## src/rtl/game_stage_sequencer.sv

```systemverilog
// Stage sequencer between the menu/game-logic FSM and the map loader.
// Tracks current and highest-unlocked stage; every stage change is handed off via load_req/load_ack.
module game_stage_sequencer #(
  parameter int unsigned N           = 2,
  parameter int unsigned CounterBits = 2,
  parameter int unsigned WRAP        = 1,
  parameter int unsigned LOCK        = 1
) (
  input  logic                   clk,
  input  logic                   rst,
  input  logic                   next,
  input  logic                   prev,
  input  logic                   jump,
  input  logic [CounterBits-1:0] jump_idx,
  input  logic                   restart,
  input  logic                   load_ack,
  output logic [CounterBits-1:0] stage,
  output logic [CounterBits-1:0] max_unlocked,
  output logic                   load_req,
  output logic                   busy,
  output logic                   done,
  output logic                   err
);

  typedef enum logic {
    IDLE,
    LOAD
  } state_t;

  localparam logic [CounterBits-1:0] LAST = CounterBits'(N - 1);

  state_t                 state;
  logic [CounterBits-1:0] stage_inc;
  logic [CounterBits-1:0] stage_dec;
  logic                   jump_ok;

  always_comb begin
    stage_inc = stage + 1'b1;
    stage_dec = stage - 1'b1;
    // N <= 2^CounterBits, so "<= N-1" is the unsigned in-range test
    jump_ok   = (jump_idx <= LAST) && ((LOCK == 0) || (jump_idx <= max_unlocked));
  end

  always_ff @(posedge clk or posedge rst) begin
    if (rst) begin
      state        <= LOAD;
      stage        <= '0;
      max_unlocked <= '0;
      load_req     <= 1'b1;
      busy         <= 1'b1;
      done         <= 1'b0;
      err          <= 1'b0;
    end else begin
      done <= 1'b0;
      err  <= 1'b0;
      unique case (state)
        LOAD: begin
          if (load_ack) begin
            state    <= IDLE;
            load_req <= 1'b0;
            busy     <= 1'b0;
          end
        end
        IDLE: begin
          if (restart) begin
            state    <= LOAD;
            load_req <= 1'b1;
            busy     <= 1'b1;
          end else if (jump) begin
            if (jump_ok) begin
              stage    <= jump_idx;
              state    <= LOAD;
              load_req <= 1'b1;
              busy     <= 1'b1;
            end else begin
              err <= 1'b1;
            end
          end else if (next) begin
            if (stage == LAST) begin
              done <= 1'b1;
              if (WRAP != 0) begin
                stage    <= '0;
                state    <= LOAD;
                load_req <= 1'b1;
                busy     <= 1'b1;
              end
            end else begin
              stage <= stage_inc;
              if (stage_inc > max_unlocked) begin
                max_unlocked <= stage_inc;
              end
              state    <= LOAD;
              load_req <= 1'b1;
              busy     <= 1'b1;
            end
          end else if (prev && (stage != '0)) begin
            stage    <= stage_dec;
            state    <= LOAD;
            load_req <= 1'b1;
            busy     <= 1'b1;
          end
        end
        default: state <= LOAD;
      endcase
    end
  end

endmodule
```

## config.mk

```make
export PLATFORM = sky130hd
export DESIGN_NAME = game_stage_sequencer
export DESIGN_NICKNAME = d
export VERILOG_FILES = /design/src/rtl/game_stage_sequencer.sv
export SDC_FILE = /design/constraint.sdc
export NUM_CORES = 1
export LEC_CHECK = 0
export BUFFER_PORTS_ARGS = -buffer_cell sky130_fd_sc_hd__buf_4
export CAP_MARGIN = 20
export CORE_AREA = 2 2 39 41
export CTS_CLUSTER_DIAMETER = 80
export CTS_CLUSTER_SIZE = 24
export DETAILED_ROUTE_END_ITERATION = 12
export DIE_AREA = 0 0 41 43
export PLACE_DENSITY = 0.71
export REMOVE_ABC_BUFFERS = 1
export SLEW_MARGIN = 40
export SYNTH_ARGS = -nofsm -noshare
export SYNTH_HDL_FRONTEND = slang
export SYNTH_SLANG_ARGS = --single-unit
```

## constraint.sdc

```tcl
create_clock -name clk -period 2.8 [get_ports clk]
set_input_delay 0.42 -clock clk [delete_from_list [all_inputs] [get_ports clk]]
set_output_delay 0.42 -clock clk [all_outputs]
set_load 0.02 [all_outputs]
```

Word-level counts from Yosys, hierarchy flattened
Cells that the tools add are included.
{"block": "totals", "ff_bits": 8, "in_bits": 9}
{"block": "classes", "add_sub_neg": 2, "order_cmp": 3, "eq_ne": 5, "n_mux": 28, "bitwise_logic": 4, "n_reduce_logical": 7}
{"cell": "$mux W1", "n": 21}
{"cell": "$mux W2", "n": 5}
{"cell": "$reduce_and A6 Y1", "n": 1}
{"cell": "$ne A5 B5 Y1 const B", "n": 1}
{"cell": "$ne A4 B4 Y1 const B", "n": 1}
{"cell": "$not A1 Y1", "n": 4}
{"cell": "$pmux W1 S2", "n": 2}
{"cell": "$reduce_and A4 Y1", "n": 1}
{"cell": "$reduce_and A3 Y1", "n": 1}
{"cell": "$reduce_bool A3 Y1", "n": 1}
{"cell": "$add A2 B1 Y2 const B", "n": 1}
{"cell": "$eq A2 B1 Y1 const B", "n": 1}
{"cell": "$gt A2 B2 Y1", "n": 1}
{"cell": "$le A2 B1 Y1 const B", "n": 1}
{"cell": "$le A2 B2 Y1", "n": 1}
{"cell": "$logic_and A1 B1 Y1", "n": 2}
{"cell": "$ne A2 B1 Y1 const B", "n": 1}
{"cell": "$ne A2 B2 Y1 const B", "n": 1}
{"cell": "$reduce_bool A2 Y1", "n": 1}
{"cell": "$sub A2 B1 Y2 const B", "n": 1}

Depth between registers and ports, before layout
Gate-level depths: netlist (run 1).
{"block": "logic_depth", "ltp_word": 7, "ltp_mapped": 7, "depth_no_buf": 7}

Worst setup path after synthesis (run 1)
OpenSTA, ideal clock, no wires.
{"block": "synth_path", "kind": "register to register", "from": "register stage[0]", "to": "register max_unlocked[1]", "setup_ps": 125, "arrival_time_ps": 1833, "required_time_ps": 2675, "setup_slack_ps": 842, "path_stages_with_launch": 7, "n_path_buf": 0, "period_less_slack_ps": 1958, "path_cell_list": "dfrtp_1 -> inv_1 -> ha_1 -> ha_1 -> nor2b_1 -> o211ai_2 -> mux2_4"}
{"block": "synth_between", "elab_chain_cells": 3, "word_cells_on_any_way": 5, "classes_between": "1 x add/sub; 1 x order compare; 1 x eq/ne; 1 x bitwise; 1 x reduce/logical"}
{"element": "start: declaration", "line": "17", "text": "output logic [CounterBits-1:0] stage,"}
{"element": "start signal: assignment", "line": "71", "text": "stage <= jump_idx;"}
{"element": "start signal: assignment", "line": "88", "text": "stage <= stage_inc;"}
{"element": "start signal: assignment", "line": "97", "text": "stage <= stage_dec;"}
{"element": "$add A2 B1 Y2 (*)", "line": "38", "text": "stage_inc = stage + 1'b1;"}
{"element": "named net stage_inc[1]", "line": "33", "text": "logic [CounterBits-1:0] stage_inc;"}
{"element": "$gt A2 B2 Y1", "line": "89", "text": "if (stage_inc > max_unlocked) begin"}
{"element": "$reduce_and A6 Y1 (no line)"}
{"element": "end signal: assignment", "line": "90", "text": "max_unlocked <= stage_inc;"}
{"element": "end: declaration", "line": "18", "text": "output logic [CounterBits-1:0] max_unlocked,"}
The timed path passes the listed nets; every way through them passes the cells marked *.
A chain may end at the register's enable or synchronous reset.

Worst setup path in the final report (run 1)
Ends and elaborated chain as after synthesis.

==> results of run 1 <==
## metrics by stage
step	power [mW]	setup WS, ns
6_report	0.666	0.832
3_3_place_gp	0.565	0.922
4_1_cts	0.672	0.841
2_1_floorplan	0.451	0.842
5_1_grt	0.726	0.731
3_5_place_dp	0.573	0.836
## cell usage after synthesis, types with 2 or more instances
cell	count
ha_1	7
dfstp_2	2
a21oi_1	3
a22oi_1	2
inv_1	5
dfrtp_1	6
nor2b_1	2
nand2_1	4
nor2_1	3
## placed cells by master (no fill, tap or decap), types with 2 or more instances in the layout
cell type,instances
a21oi_1,3
a22oi_1,2
buf_4,16
clkbuf_4,3
dfrtp_1,6
dfstp_2,2
ha_1,7
inv_1,5
nand2_1,4
nor2_1,3
nor2b_1,2
## worst paths after layout
check,end,slack (ns),cells after the start
worst max-delay path,max_unlocked[1]$_DFFE_PP0P_,0.83,6
max in group asynchronous,busy$_DFFE_PP1P_,2.39,2
min in group clk,state$_DFF_PP1_,0.34,2
worst min-delay path,err$_DFF_PP0_,0.11,2
worst max register to register,max_unlocked[1]$_DFFE_PP0P_,0.83,6
worst min register to register,busy$_DFFE_PP1P_,0.53,2
## sequential cells by signal, indices dropped and copies added (netlist names)
register / cells
busy: 1
done: 1
err: 1
max_unlocked: 2
stage: 2
state: 1
## power breakdown
group | switching (mW) | leakage [nW] | internal, mW
Combinational | 0.196 | 0.236 | 0.173
Sequential | 0.0436 | 0.0989 | 0.159
Clock | 0.0388 | 0.0150 | 0.0545
Total | 0.279 | 0.350 | 0.387
## final cells by class
type                    instances  area, µm²
clock buffers                   4       26.3
inverters                       5       18.8
fillers                       131        679
flip-flops and latches          8        203
multi-input cells              38        317
repair buffers                 16        120
well taps                      16       20.0
## per-layer routing
layer | global-route usage, % | wire length (µm)
met4 | 8.00 | 15
met2 | 25.6 | 559
met1 | 16.0 | 439
met3 | 7.85 | 77
met5 | 0 | 0
## logic make-up after synthesis
logic type / count (synthesis) / synth area share [%]
mux: 1 / 2.70
buf+inv: 7 / 6.74
flops: 8 / 36.4
compound gates: 14 / 18.4
fa+ha+maj: 7 / 15.7
simple gates: 16 / 20.0
==> results.toml, run 1 <==
[timing]
slew_violations = 0
tns_ns = 0
fmax_ghz = 0.508
finalCritPeriodShare_pct = 70.3
hold_viol = 0
setup_viol = 0
skew_ns = 0.0105
slew-limit-headroom_pct = 66.1
holdWs_ns = 0.109
rsz0062_at_grt = "no"
period_minus_slack_ns = 1.97
tightest_slew_ns = 0.500

[layout]
area_growth_pct = 26.5
layout.nets = 88
antennaDiodeCount = 0
drive_gt1_share_pct = 38.0
fin_cells = 87
stdcell_area_um2 = 704
postLayoutCoreUtil_pct = 50.9

[setup_path]
cp.arrival_ns = 2.11
crit_top_cell = "ha_1"
worst_path_max_delay_cell = "dfrtp_1"
critical_path.startpoint_type = "flip-flop"
startpoint = "stage[0]$_DFFE_PP0P_"
worstPathCellList = "inv_1 > ha_1 > ha_1 > nor2b_1 > o211ai_2 > mux2_4"
crit_fanout = 7
critPathKind = "flip-flop to flip-flop"
path_buf_inv = 1
end_kind = "flip-flop"
path_delay_family = "adder cells"
critPathMaxStageDelay_ns = 0.45
required_ns = 2.94
reg2reg_from = "stage[0]$_DFFE_PP0P_"

[place]
hpwl_um = 895
numPlacedInstances = 83
gp_congestion = 0.805
port_buffers = 16
dpl_cell_area_um2 = 678

[floorplan]
die_h_um = 43
core_area_um2 = 1380
core.rowCount = 14
ioPinCount = 17
die_x_um = 41
start_util_pct = 40.2
die_area_um2 = 1760

[yosys]
ys_warn_count = 0
synthTopCellsByArea = "dfrtp_1 27%, ha_1 16%, dfstp_2 9.4%"
ys_types = 28
yosysSeqAreaShare_pct = 36.4
yosysTopAreaCellShare_pct = 27.0
avgSynthCellArea_um2 = 10.5
synth_cells = 53
synthesis.area_um2 = 557
synth_area_leader_cell = "dfrtp_1"
ys_seq_elements = 8
ys_async_sr_fraction_pct = 100
synth_ff_type = "dfrtp_1"
synth-edff-count = 0

[clock_network]
cts_buffers = 3
clock_sinks = 8
cts_setup_buffers = 0
cts_hold_repair.buffers = 0
cts-root-buf = "clkbuf_4"
cts.clk_slew.worst_paths_ns = 0.06
clockBufferDepth = 2
h-tree-depth = 1
clk-insertion-delay-late_ns = 0.26
cts_tree = "done"
cts_resized = 0

[drt]
drc = 0
antenna_left = 0
dr.first_iter.drc_count = 4
via_per_inst = 5.24
routedWlPerCell_um = 12.6
finalWirelength_mm = 1.09
vias = 456
drt_first_pass_iters = 3

[grt]
grt_pass1_vias = 438
grt_usage_pct = 15.9
antenna_found_initial = 0
grt-ovfl-total = 0
grt_pass1_wl_mm = 1.81
grt_start_max_net_pins = 11

[run]
max_cap_violations = 0

[run_status]
outcome = "finished, final reports clean"

[power]
p_per_area_nw_per_um2 = 945
ir_worst_vdd_v = 0.000283
p_leak_nw = 0.350

[hold_path]
hp-class = "input port to asynchronous set/reset pin"
Note: power is estimated with default switching activity, not from simulation.
==> run 2: changes to the inputs <==
clock period = 2 ns   (was 2.8 ns; I/O delays follow)
==> run 2 against run 1 <==
Net effect:
- clock power grew 42%
- fmax grew 9.2%
- design area grew 2.5%
- first-iteration DRC count grew 25%
- via count shrank 1.1%
- clock-buffer cell count is the same
- hold slack gained 0.11 ns
- sequential share of layout area shrank 0.70 points
- register-to-register slack lost 0.63 ns
- non-clock buffer count grew 2
- critical path type unchanged
==> results.toml, run 2 (same netlist as run 1, synthesis figures left out) <==
[run_status]
outcome = "finished, final reports clean"

[layout]
drive_gt1_share_pct = 38.4
layout_common_cells = "17 x buf_4, 7 x ha_1, 6 x dfrtp_1, 5 x inv_1, 4 x nand2_1"
final_common_cell = "buf_4"
antennaDiodeCount = 0
area_growth_pct = 29.7
postLayoutCoreUtil_pct = 52.2
multiInputGateArea_um2 = 317
fill_cells = 125
layout.nets = 90
top_regs = "max_unlocked (2), stage (2)"
seqCellArea_um2 = 203

[timing]
slew-limit-headroom_pct = 66.4
tns_ns = 0
setup_viol = 0
skew_ns = 0.00875
finalCritPeriodShare_pct = 90.2
fmax_ghz = 0.555
slew_violations = 0
hold_viol = 0
period_minus_slack_ns = 1.80
rsz0062_at_grt = "no"
tightest_slew_ns = 0.497

[setup_path]
critical_path.startpoint_type = "flip-flop"
startpoint = "stage[1]$_DFFE_PP0P_"
worst_path_max_delay_cell = "dfrtp_1"
worstPathCellList = "inv_1 > ha_1 > ha_1 > nor2b_1 > o211ai_2 > mux2_4"
required_ns = 2.14
cp.arrival_ns = 1.95
critPathMaxStageDelay_ns = 0.39
end_kind = "flip-flop"
crit_top_cell = "ha_1"
r2r_end = "max_unlocked[1]$_DFFE_PP0P_"
critPathKind = "flip-flop to flip-flop"
crit_fanout = 3
reg2reg_from = "stage[1]$_DFFE_PP0P_"
reg2reg_slack_ns = 0.20
r2r_cells = 6

[drt]
dr.first_iter.drc_count = 5
antenna_left = 0
drc = 0
drt_first_pass_iters = 4
vias = 451
routedWlPerCell_um = 12.0
finalWirelength_mm = 1.07
via_per_inst = 5.07

[power]
p_int_uw = 557
p_per_area_nw_per_um2 = 1310
combPwrFrac_pct = 57.9
ir_worst_vdd_v = 0.000600
power.switching_uw = 388
p_leak_nw = 0.359
p_seq_share_pct = 28.1
fin_total_pwr_uw = 945
sw_frac_of_total_pct = 41.1
clkPwrFrac_pct = 13.9

[grt]
grt_start_max_net_pins = 11
grt_usage_pct = 14.8
grt_pass1_vias = 414
grt_pass1_wl_mm = 1.68
grt-ovfl-total = 0
antenna_found_initial = 0

[hold_path]
hold_depth = 2
hold_end = "state$_DFF_PP1_"
hp-class = "input port to flip-flop"
worstHoldStart = "load_ack"

[clock_network]
cts-root-buf = "clkbuf_4"
cts.clk_slew.worst_paths_ns = 0.06
clock_sinks = 8
clk-insertion-delay-late_ns = 0.26
cts_tree = "done"
clockBufferDepth = 2
h-tree-depth = 1
cts_buffers = 3

[place]
gp_congestion = 0.792
port_buffers = 16

[floorplan]
die_x_um = 41
start_util_pct = 40.2
core_area_um2 = 1380
die_h_um = 43
core.rowCount = 14
die_area_um2 = 1760
ioPinCount = 17

[run]
max_cap_violations = 0
run 2: layer usage:
metal	vias to the layer above	global-route usage, %	wire, µm
li1	230	-	-
met1	207	15.4	453
met2	12	22.8	531
met3	2	7.85	70
met4	0	8.00	12
met5	-	0	0
run 2: worst max path at each step:
stage | slack (ns) | to
final | 0.20 | max_unlocked[1]$_DFFE_PP0P_
after global routing | 0.09 | max_unlocked[1]$_DFFE_PP0P_
after CTS | 0.18 | max_unlocked[1]$_DFFE_PP0P_
after detailed placement | 0.18 | max_unlocked[1]$_DFFE_PP0P_
after global placement | 0.24 | max_unlocked[1]$_DFFE_PP0P_
after floorplan | 0.04 | max_unlocked[1]$_DFFE_PP0P_
run 2: area by class of cell:
| cell class | instances | share of cell area [%] |
|---|---|---|
| multi-input combinational | 38 | 43.8 |
| sequential | 8 | 28.1 |
| timing repair buffer | 18 | 19.1 |
| clock buffer | 4 | 3.64 |
| tap | 16 | 2.77 |
| inverter | 5 | 2.60 |
run 2: through the flow:
stage	setup slack (ns)	cell area, µm²	cells	hold WS (ns)
6_report	0.197	722	89	0.215
5_1_grt	0.0861	722	89	0.207
4_1_cts	0.180	722	89	0.213
3_5_place_dp	0.181	686	84	0.270
3_3_place_gp	0.244	686	84	0.262
2_1_floorplan	0.0423	538	51	0.114
run 2: what timing repair did:
item | CTS | global route
endpoints found under the setup margin | 0 | 0
buffers inserted | 0 | 0
gates resized for setup | 0 | 0
hold endpoints to repair | 6 | 0
hold buffers | 1 | 0
run 2: power by group through the flow:
stage / logic, mW / clock network (mW) / registers, mW
floorplan: 0.287 / 0 / 0.344
global placement: 0.539 / 0 / 0.269
detailed placement: 0.548 / 0 / 0.272
CTS: 0.554 / 0.137 / 0.268
global route: 0.611 / 0.151 / 0.273
finish: 0.547 / 0.132 / 0.266
run 2: critical path, delay by kind of cell (launching register included):
| kind | cells | cell delay, ns |
|---|---|---|
| AO/OA/AOI/OAI | 1 | 0.19 |
| adder cells (fa/ha/maj) | 2 | 0.56 |
| buffers and inverters | 1 | 0.10 |
| flip-flops | 1 | 0.39 |
| multiplexers | 1 | 0.31 |
| AND/OR/NAND/NOR | 1 | 0.14 |
